--- src/rtl/output_layer_mac.sv ---
// Purpose : final fully-connected layer; buffers N_IN unsigned activations, then computes N_CLASS signed dot products against an external synchronous weight ROM, applying ReLU, >>>SHIFT and 12-bit unsigned saturation.
// Latency : first ROM read one cycle after the last activation is accepted; the class-c score pulses N_IN*(c+1)+1 cycles after that first read.
// Backpr. : feat_ready is high only in LOAD; upstream must hold feat_valid/feat_data through MAC. Score output has no backpressure.
//
// Ports:
//   clk, rst_n                      clock, async active-low reset
//   feat_valid/feat_data/feat_ready activation input handshake
//   w_rd_en/w_addr/w_data           weight ROM port (data valid 1 cycle after w_rd_en)
//   score_valid/score_data/score_sat single-cycle class score strobe
//   frame_done                      coincides with the last score of a frame
module output_layer_mac #(
    parameter int N_IN    = 16,
    parameter int N_CLASS = 10,
    parameter int IN_W    = 8,
    parameter int W_W     = 8,
    parameter int ACC_W   = 24,
    parameter int SHIFT   = 4,
    localparam int AW     = $clog2(N_IN * N_CLASS)
) (
    input  logic            clk,
    input  logic            rst_n,
    input  logic            feat_valid,
    input  logic [IN_W-1:0] feat_data,
    output logic            feat_ready,
    output logic            w_rd_en,
    output logic [AW-1:0]   w_addr,
    input  logic [W_W-1:0]  w_data,
    output logic            score_valid,
    output logic [11:0]     score_data,
    output logic            score_sat,
    output logic            frame_done
);

    localparam int IW = (N_IN > 1) ? $clog2(N_IN) : 1;
    localparam int CW = (N_CLASS > 1) ? $clog2(N_CLASS) : 1;
    localparam int PW = IN_W + W_W + 1;

    localparam logic [IW-1:0]          I_LAST    = IW'(N_IN - 1);
    localparam logic [CW-1:0]          C_LAST    = CW'(N_CLASS - 1);
    localparam logic signed [ACC_W-1:0] ACC_ZERO  = '0;
    localparam logic signed [ACC_W-1:0] SCORE_MAX = ACC_W'(4095);

    typedef enum logic {
        LOAD = 1'b0,
        MAC  = 1'b1
    } state_t;

    state_t state, state_nxt;

    logic [IN_W-1:0] buffer [N_IN];

    logic [IW-1:0] fcnt;
    logic [IW-1:0] i_cnt, i_d;
    logic [CW-1:0] c_cnt, c_d;
    logic [AW-1:0] addr;
    logic          issue_done;   // all N_IN*N_CLASS reads issued, last product still in flight
    logic          rd_d;         // w_data is valid this cycle

    logic signed [PW-1:0]    prod;
    logic signed [ACC_W-1:0] prod_ext;
    logic signed [ACC_W-1:0] acc;
    logic signed [ACC_W-1:0] acc_base;
    logic signed [ACC_W-1:0] sum;
    logic signed [ACC_W-1:0] shifted;

    logic accept;
    logic last_acc;

    assign accept   = feat_valid && feat_ready;
    assign last_acc = rd_d && (i_d == I_LAST) && (c_d == C_LAST);
    assign w_addr   = addr;

    // ---------------- FSM ----------------
    always_ff @(posedge clk or negedge rst_n) begin
        if (!rst_n) begin
            state <= LOAD;
        end else begin
            state <= state_nxt;
        end
    end

    always_comb begin
        state_nxt  = state;
        feat_ready = 1'b0;
        w_rd_en    = 1'b0;
        case (state)
            LOAD: begin
                feat_ready = 1'b1;
                if (feat_valid && (fcnt == I_LAST)) begin
                    state_nxt = MAC;
                end
            end
            MAC: begin
                w_rd_en = !issue_done;
                if (last_acc) begin
                    state_nxt = LOAD;
                end
            end
            default: state_nxt = LOAD;
        endcase
    end

    // ---------------- activation buffer (not reset) ----------------
    always_ff @(posedge clk) begin
        if (accept) begin
            buffer[fcnt] <= feat_data;
        end
    end

    always_ff @(posedge clk or negedge rst_n) begin
        if (!rst_n) begin
            fcnt <= '0;
        end else if (accept) begin
            fcnt <= (fcnt == I_LAST) ? '0 : fcnt + 1'b1;
        end
    end

    // ---------------- read issue: class/index counters plus a running address ----------------
    always_ff @(posedge clk or negedge rst_n) begin
        if (!rst_n) begin
            i_cnt      <= '0;
            c_cnt      <= '0;
            addr       <= '0;
            issue_done <= 1'b0;
            rd_d       <= 1'b0;
            i_d        <= '0;
            c_d        <= '0;
        end else begin
            rd_d <= w_rd_en;
            i_d  <= i_cnt;
            c_d  <= c_cnt;
            if (w_rd_en) begin
                if (i_cnt == I_LAST) begin
                    i_cnt <= '0;
                    if (c_cnt == C_LAST) begin
                        c_cnt      <= '0;
                        addr       <= '0;
                        issue_done <= 1'b1;
                    end else begin
                        c_cnt <= c_cnt + 1'b1;
                        addr  <= addr + 1'b1;
                    end
                end else begin
                    i_cnt <= i_cnt + 1'b1;
                    addr  <= addr + 1'b1;
                end
            end
            if (last_acc) begin
                issue_done <= 1'b0;
            end
        end
    end

    // ---------------- multiply-accumulate ----------------
    // Activation is zero-extended to make it a non-negative signed operand.
    assign prod     = $signed({1'b0, buffer[i_d]}) * $signed(w_data);
    assign prod_ext = {{(ACC_W - PW){prod[PW-1]}}, prod};
    // Index 0 of each class restarts the sum, so no separate clear cycle is needed.
    assign acc_base = (i_d == '0) ? ACC_ZERO : acc;
    assign sum      = acc_base + prod_ext;
    assign shifted  = sum >>> SHIFT;

    always_ff @(posedge clk or negedge rst_n) begin
        if (!rst_n) begin
            acc         <= '0;
            score_valid <= 1'b0;
            score_data  <= '0;
            score_sat   <= 1'b0;
            frame_done  <= 1'b0;
        end else begin
            score_valid <= 1'b0;
            frame_done  <= 1'b0;
            if (rd_d) begin
                acc <= sum;
                if (i_d == I_LAST) begin
                    score_valid <= 1'b1;
                    frame_done  <= (c_d == C_LAST);
                    if (sum[ACC_W-1]) begin
                        score_data <= '0;
                        score_sat  <= 1'b0;
                    end else if (shifted > SCORE_MAX) begin
                        score_data <= 12'd4095;
                        score_sat  <= 1'b1;
                    end else begin
                        score_data <= shifted[11:0];
                        score_sat  <= 1'b0;
                    end
                end
            end
        end
    end

endmodule

--- config.mk ---
export PLATFORM = sky130hd
export DESIGN_NAME = output_layer_mac
export DESIGN_NICKNAME = d
export VERILOG_FILES = /design/src/rtl/output_layer_mac.sv
export SDC_FILE = /design/constraint.sdc
export NUM_CORES = 1
export LEC_CHECK = 0
export CORE_AREA = 2 2 135 137
export CTS_CLUSTER_SIZE = 16
export DETAILED_ROUTE_END_ITERATION = 6
export DIE_AREA = 0 0 137 139
export PLACE_DENSITY = 0.88
export SLEW_MARGIN = 15
export SYNTH_ARGS = -nofsm -noshare
export SYNTH_HDL_FRONTEND = slang
export SYNTH_SLANG_ARGS = --single-unit
--- constraint.sdc ---
create_clock -name clk -period 10.6 [get_ports clk]
set_input_delay 2.12 -clock clk [delete_from_list [all_inputs] [get_ports clk]]
set_output_delay 2.12 -clock clk [all_outputs]
set_load 0.03 [all_outputs]
# [Word-level counts from Yosys, hierarchy flattened]
# Memory sizes are Yosys's and may differ from the RTL's.
# Index checks and enable logic that the tools add are counted.
[word_totals] output_inout_bits=25 input_bits=19 elab_cells=65 regBits=70 mem_bits_rw=128 memories=1
[op_classes] n_mul=1 muxes=25 add_sub_neg=5 n_eq_ne=5 n_lt_le_gt_ge=1 bitwise=1 n_reduce_logical=12
[memory_table] name="buffer" words=16 word_bits=8 rd=1 rd_clocked_by_memory_dff=0 write_ports=1 line_no="50" source="logic [IN_W-1:0] buffer [N_IN];"
[ops] operator="24-bit by 17-bit adder with 24-bit output" count=1
[ops] operator="12-bit two-way mux" count=2
[ops] operator="24-bit two-way mux" count=1
[ops] operator="4-bit == test, second input constant" count=5
[ops] operator="20-bit by 13-bit > comparator with 1-bit output, second input constant" count=1
[ops] operator="9-bit by 8-bit multiplier with 17-bit output" count=1
[ops] operator="1-bit two-way mux" count=16
[ops] operator="8-bit two-way mux" count=2
[ops] operator="4-bit by 1-bit adder with 4-bit output, second input constant" count=3
[ops] operator="4-bit two-way mux" count=3
[ops] operator="8-bit by 1-bit adder with 8-bit output, second input constant" count=1
[ops] operator="2-bit nonzero test" count=3
[ops] operator="1-bit logical AND" count=4
[ops] operator="4-bit logical NOT" count=1
[ops] operator="2-bit AND reduction" count=2
[ops] operator="3-bit AND reduction" count=1
[ops] operator="1-bit one-hot mux with 2 select lines" count=1
[ops] operator="1-bit logical NOT" count=1
[ops] operator="1-bit inverter" count=1

# [Logic depth before layout (Yosys ltp)]
[depth] word_depth=6 mapped_depth=24

# [Worst setup path after synthesis]
# Ideal clock, no wire load.
[synth_path] kind="input to register" startpoint="input w_data[1]" endpoint="register score_data[11]" slack_ns=3.635 path_buffers=2 required_ns=10.470 cell_stages=19 arrival_time_ns=6.835 cell_sequence="buf_1 -> nand2_1 -> fa_1 -> inv_1 -> fa_1 -> inv_1 -> fa_1 -> inv_1 -> fa_1 -> fa_1 -> ha_1 -> o211ai_1 -> a21o_1 -> a31oi_1 -> nor4_1 -> o211ai_1 -> nor4_4 -> buf_6 -> a31oi_1"
[synth_via] elab_chain_cells=5
[synth_lines] item="start: declaration" line_no="27" source="input logic [W_W-1:0] w_data,"
[synth_lines] item="9-bit by 8-bit multiplier with 17-bit output *" line_no="156" source="assign prod = $signed({1'b0, buffer[i_d]}) * $signed(w_data);"
[synth_lines] item="24-bit by 17-bit adder with 24-bit output *" line_no="160" source="assign sum = acc_base + prod_ext;"
[synth_lines] item="20-bit by 13-bit > comparator with 1-bit output" line_no="181" source="end else if (shifted > SCORE_MAX) begin"
[synth_lines] item="12-bit two-way mux" line_no="181"
[synth_lines] item="12-bit two-way mux *" line_no="178" source="if (sum[ACC_W-1]) begin"
[synth_lines] item="end signal: assignment" line_no="185" source="score_data <= shifted[11:0];"
[synth_lines] item="end: declaration" line_no="29" source="output logic [11:0] score_data,"
# Every way passes the cells marked *; elsewhere a longest branch is shown, timed or not.
# A chain may end at the register's enable or synchronous reset.

# [Worst setup path after layout]
[layout_path] startpoint="input w_data[7]" endpoint="register score_data[3]"
# Same word-level chain as after synthesis.

==> reports/results.txt <==
status -> finished, final reports clean
Worst setup startpoint -> w_data[7]
root buffer cell -> clkbuf_16
max_slew headroom -> 0.3398
crit path DAT -> 8420 ps
reg2reg start -> i_d[0]
post-layout min period -> 8156 ps
commonest non-fill, non-tap cell in the layout -> edfxtp_1
Post-synth EDFFs -> 128
Clock H-tree levels -> 4
yosys synthesis warning count -> 0
actual slew at the worst max-slew pin -> 987.0 ps
Post-Place Cell Area -> 11860 um2
CTS buffer count -> 17
PostCTS Resize Cnt -> 0
antenna cell count -> 0
drt wl/cell -> 22.25 um
Unique masters post-synth -> 61
R2R depth -> 18
fin util -> 0.7081
HP Class -> flop to flop
starting density of the core -> 0.6369
most frequent cells in the layout -> edfxtp_1, ha_1, inv_1
Vias -> 7036
Clock Skews -> 11.13 ps
Mapped Nets -> 997
Post-CTS Setup Bufs -> 0
crit-path max FO -> 13
slowest stage delay, CP -> 920 ps
Register Area -> 5597 um2
number of synthesized register bits -> 198
port bufs -> 43
most frequent CP cell -> fa_1
gpl congestion -> 0.9475
Clock Latency Late Sink -> 440 ps
Req. time, crit path -> 10860 ps
share of flip-flops with an asynchronous set or reset -> 0.3535
post-layout instance area -> 12500 um2
nets@finish -> 1035
clock-pin slew on the worst setup and hold paths -> 80 ps
Layout fillers -> 1155
dpl cells -> 1092
Mapped Cells -> 844
# hold bufs at CTS -> 0
Die Span X -> 137 um
fmax -> 122.6 MHz
Hold Fails Final Rpt -> 0
area occupied by multi-input gates -> 5246 um2
hold worst-path end -> c_d[3]
Core ar. -> 17660 um2
Pins Over Slew Limit -> 0
Hold Path Depth -> 0
unrepaired setup endpoints after global routing -> no
Die Height -> 139 um
DRT Pass-1 Iters -> 5
kind of critical path -> input port to flop
crit end category -> flop
first-pass GRT wire length -> 40190 um
delay-heaviest family, CP -> adder cells
antenna violations before repair -> 0
Max-Cap Viols -> 0
post-DP HPWL -> 17350 um
GRT Total Usage -> 0.2829
Critical-path top delay cell -> clkdlybuf4s50_1
CTS tree -> built
clk buf depth -> 2
vias per cell -> 6.260
Area growth, synth to finish -> 11.18%
initial detailed-routing violation count -> 641
GRT Residual Overflow -> 0
cell area after synthesis -> 11250 um2
WL final -> 25010 um
final setup fails -> 0
vias in the first global route -> 7396
Post-Syn Area per Cell -> 13.32 um2
Worst R2R End -> score_data[3]
flop2flop setup slack -> 2750 ps
Seq/Total Area, Yosys -> 0.4976
setup TNS -> 0 ps
Post-route DRC -> 0
largest net degree at the start of global routing -> 71
Die Area -> 19040 um2
Buf+Inv Stages, Crit Path -> 4
Top Ports -> 44
critical-path cell list -> clkdlybuf4s50_1 -> inv_1 -> nor2_1 -> fa_1 -> fa_1 -> inv_1 -> fa_1 -> inv_1 -> fa_1 -> ha_1 -> ha_1 -> a21oi_1 -> a31oi_1 -> nor4_1 -> o211ai_1 -> nor4_4 -> a31oi_1
Rows -> 49
crit share post-route -> 0.7695
share of layout cells above drive strength 1 -> 0.1095
top_reg_cell synth -> edfxtp_1
hold_sp -> c_cnt[3]
CTS Sinks -> 198
antenna-violating nets left -> 0
Critical Path Start Type -> input port
non-filler instance count after layout -> 1124
==> synthesized netlist by cell type, types with 2 or more instances <==
cell	count	area share
inv_1	70	0.023
edfxtp_1	128	0.34
o21bai_1	2	0.0013
o21ai_0	32	0.014
mux2_2	7	0.0070
nor3b_1	2	0.0013
xor2_1	15	0.012
nor2b_1	3	0.0017
a311oi_1	3	0.0023
nand2_1	66	0.022
nor2_1	32	0.011
and2_1	61	0.034
nor4bb_1	2	0.0018
and3_1	6	0.0033
ha_1	82	0.091
a31oi_1	18	0.010
nand2b_1	8	0.0045
nor3_1	6	0.0027
buf_2	11	0.0049
a21oi_1	18	0.0080
fa_1	52	0.093
nand3_1	11	0.0049
and4_1	3	0.0023
nand4_1	4	0.0022
buf_1	4	0.0013
o211ai_1	7	0.0047
xnor2_1	12	0.0093
nor4_1	2	0.0011
or3_1	3	0.0017
buf_6	2	0.0020
a21o_1	15	0.010
dfrtp_1	70	0.16
mux4_2	40	0.080
clkbuf_1	12	0.0040
mux2i_1	7	0.0062
o21a_1	3	0.0020
==> worst max-delay path by stage <==
stage                                 to  slack, ps  cells past startpoint
after floorplan           score_data[11]       3640                     19
after global placement     score_data[2]       2230                     16
after detailed placement   score_data[8]       2030                     17
after CTS                  score_data[5]       2490                     18
after global routing       score_data[6]       1990                     17
final                      score_data[3]       2440                     17
==> cell families after synthesis <==
family          share of synthesized area
buf+inv                           0.03594
simple gates                       0.1005
compound gates                    0.06787
flops                              0.4976
fa+ha+maj                          0.1838
xor+xnor                          0.02103
mux                               0.09335
==> flip-flops by register name, summed over array words and instances, names as in the netlist <==
register / flops
i_cnt: 4
rd_d: 1
score_valid: 1
frame_done: 1
fcnt: 4
i_d: 4
issue_done: 1
score_data: 12
c_d: 4
buffer: 128
state: 1
score_sat: 1
c_cnt: 4
acc: 24
w_addr: 8
==> final cells by class <==
class	instances	share of cell area
inverter	71	0.02132
multi-input combinational	546	0.4196
tap	229	0.02292
sequential	198	0.4476
timing repair buffer	48	0.03723
clock buffer	18	0.03432
clock inverter	14	0.01701
==> through the flow <==
step	hold slack [ps]	setup WS, ps
finish	441.7	2444
global route	456.4	1989
CTS	437.8	2495
detailed placement	411.7	2035
global placement	403.4	2227
floorplan	386.7	3635
==> per-layer routing <==
| layer | GRT usage | share of wire |
|---|---|---|
| met1 | 0.3682 | 0.38 |
| met2 | 0.4742 | 0.52 |
| met3 | 0.05519 | 0.062 |
| met4 | 0.1031 | 0.031 |
| met5 | 0 | 0 |
Power is left out: the tool's default activity adds up to more than one toggle a clock period on the data nets, which glitch-free logic cannot reach.
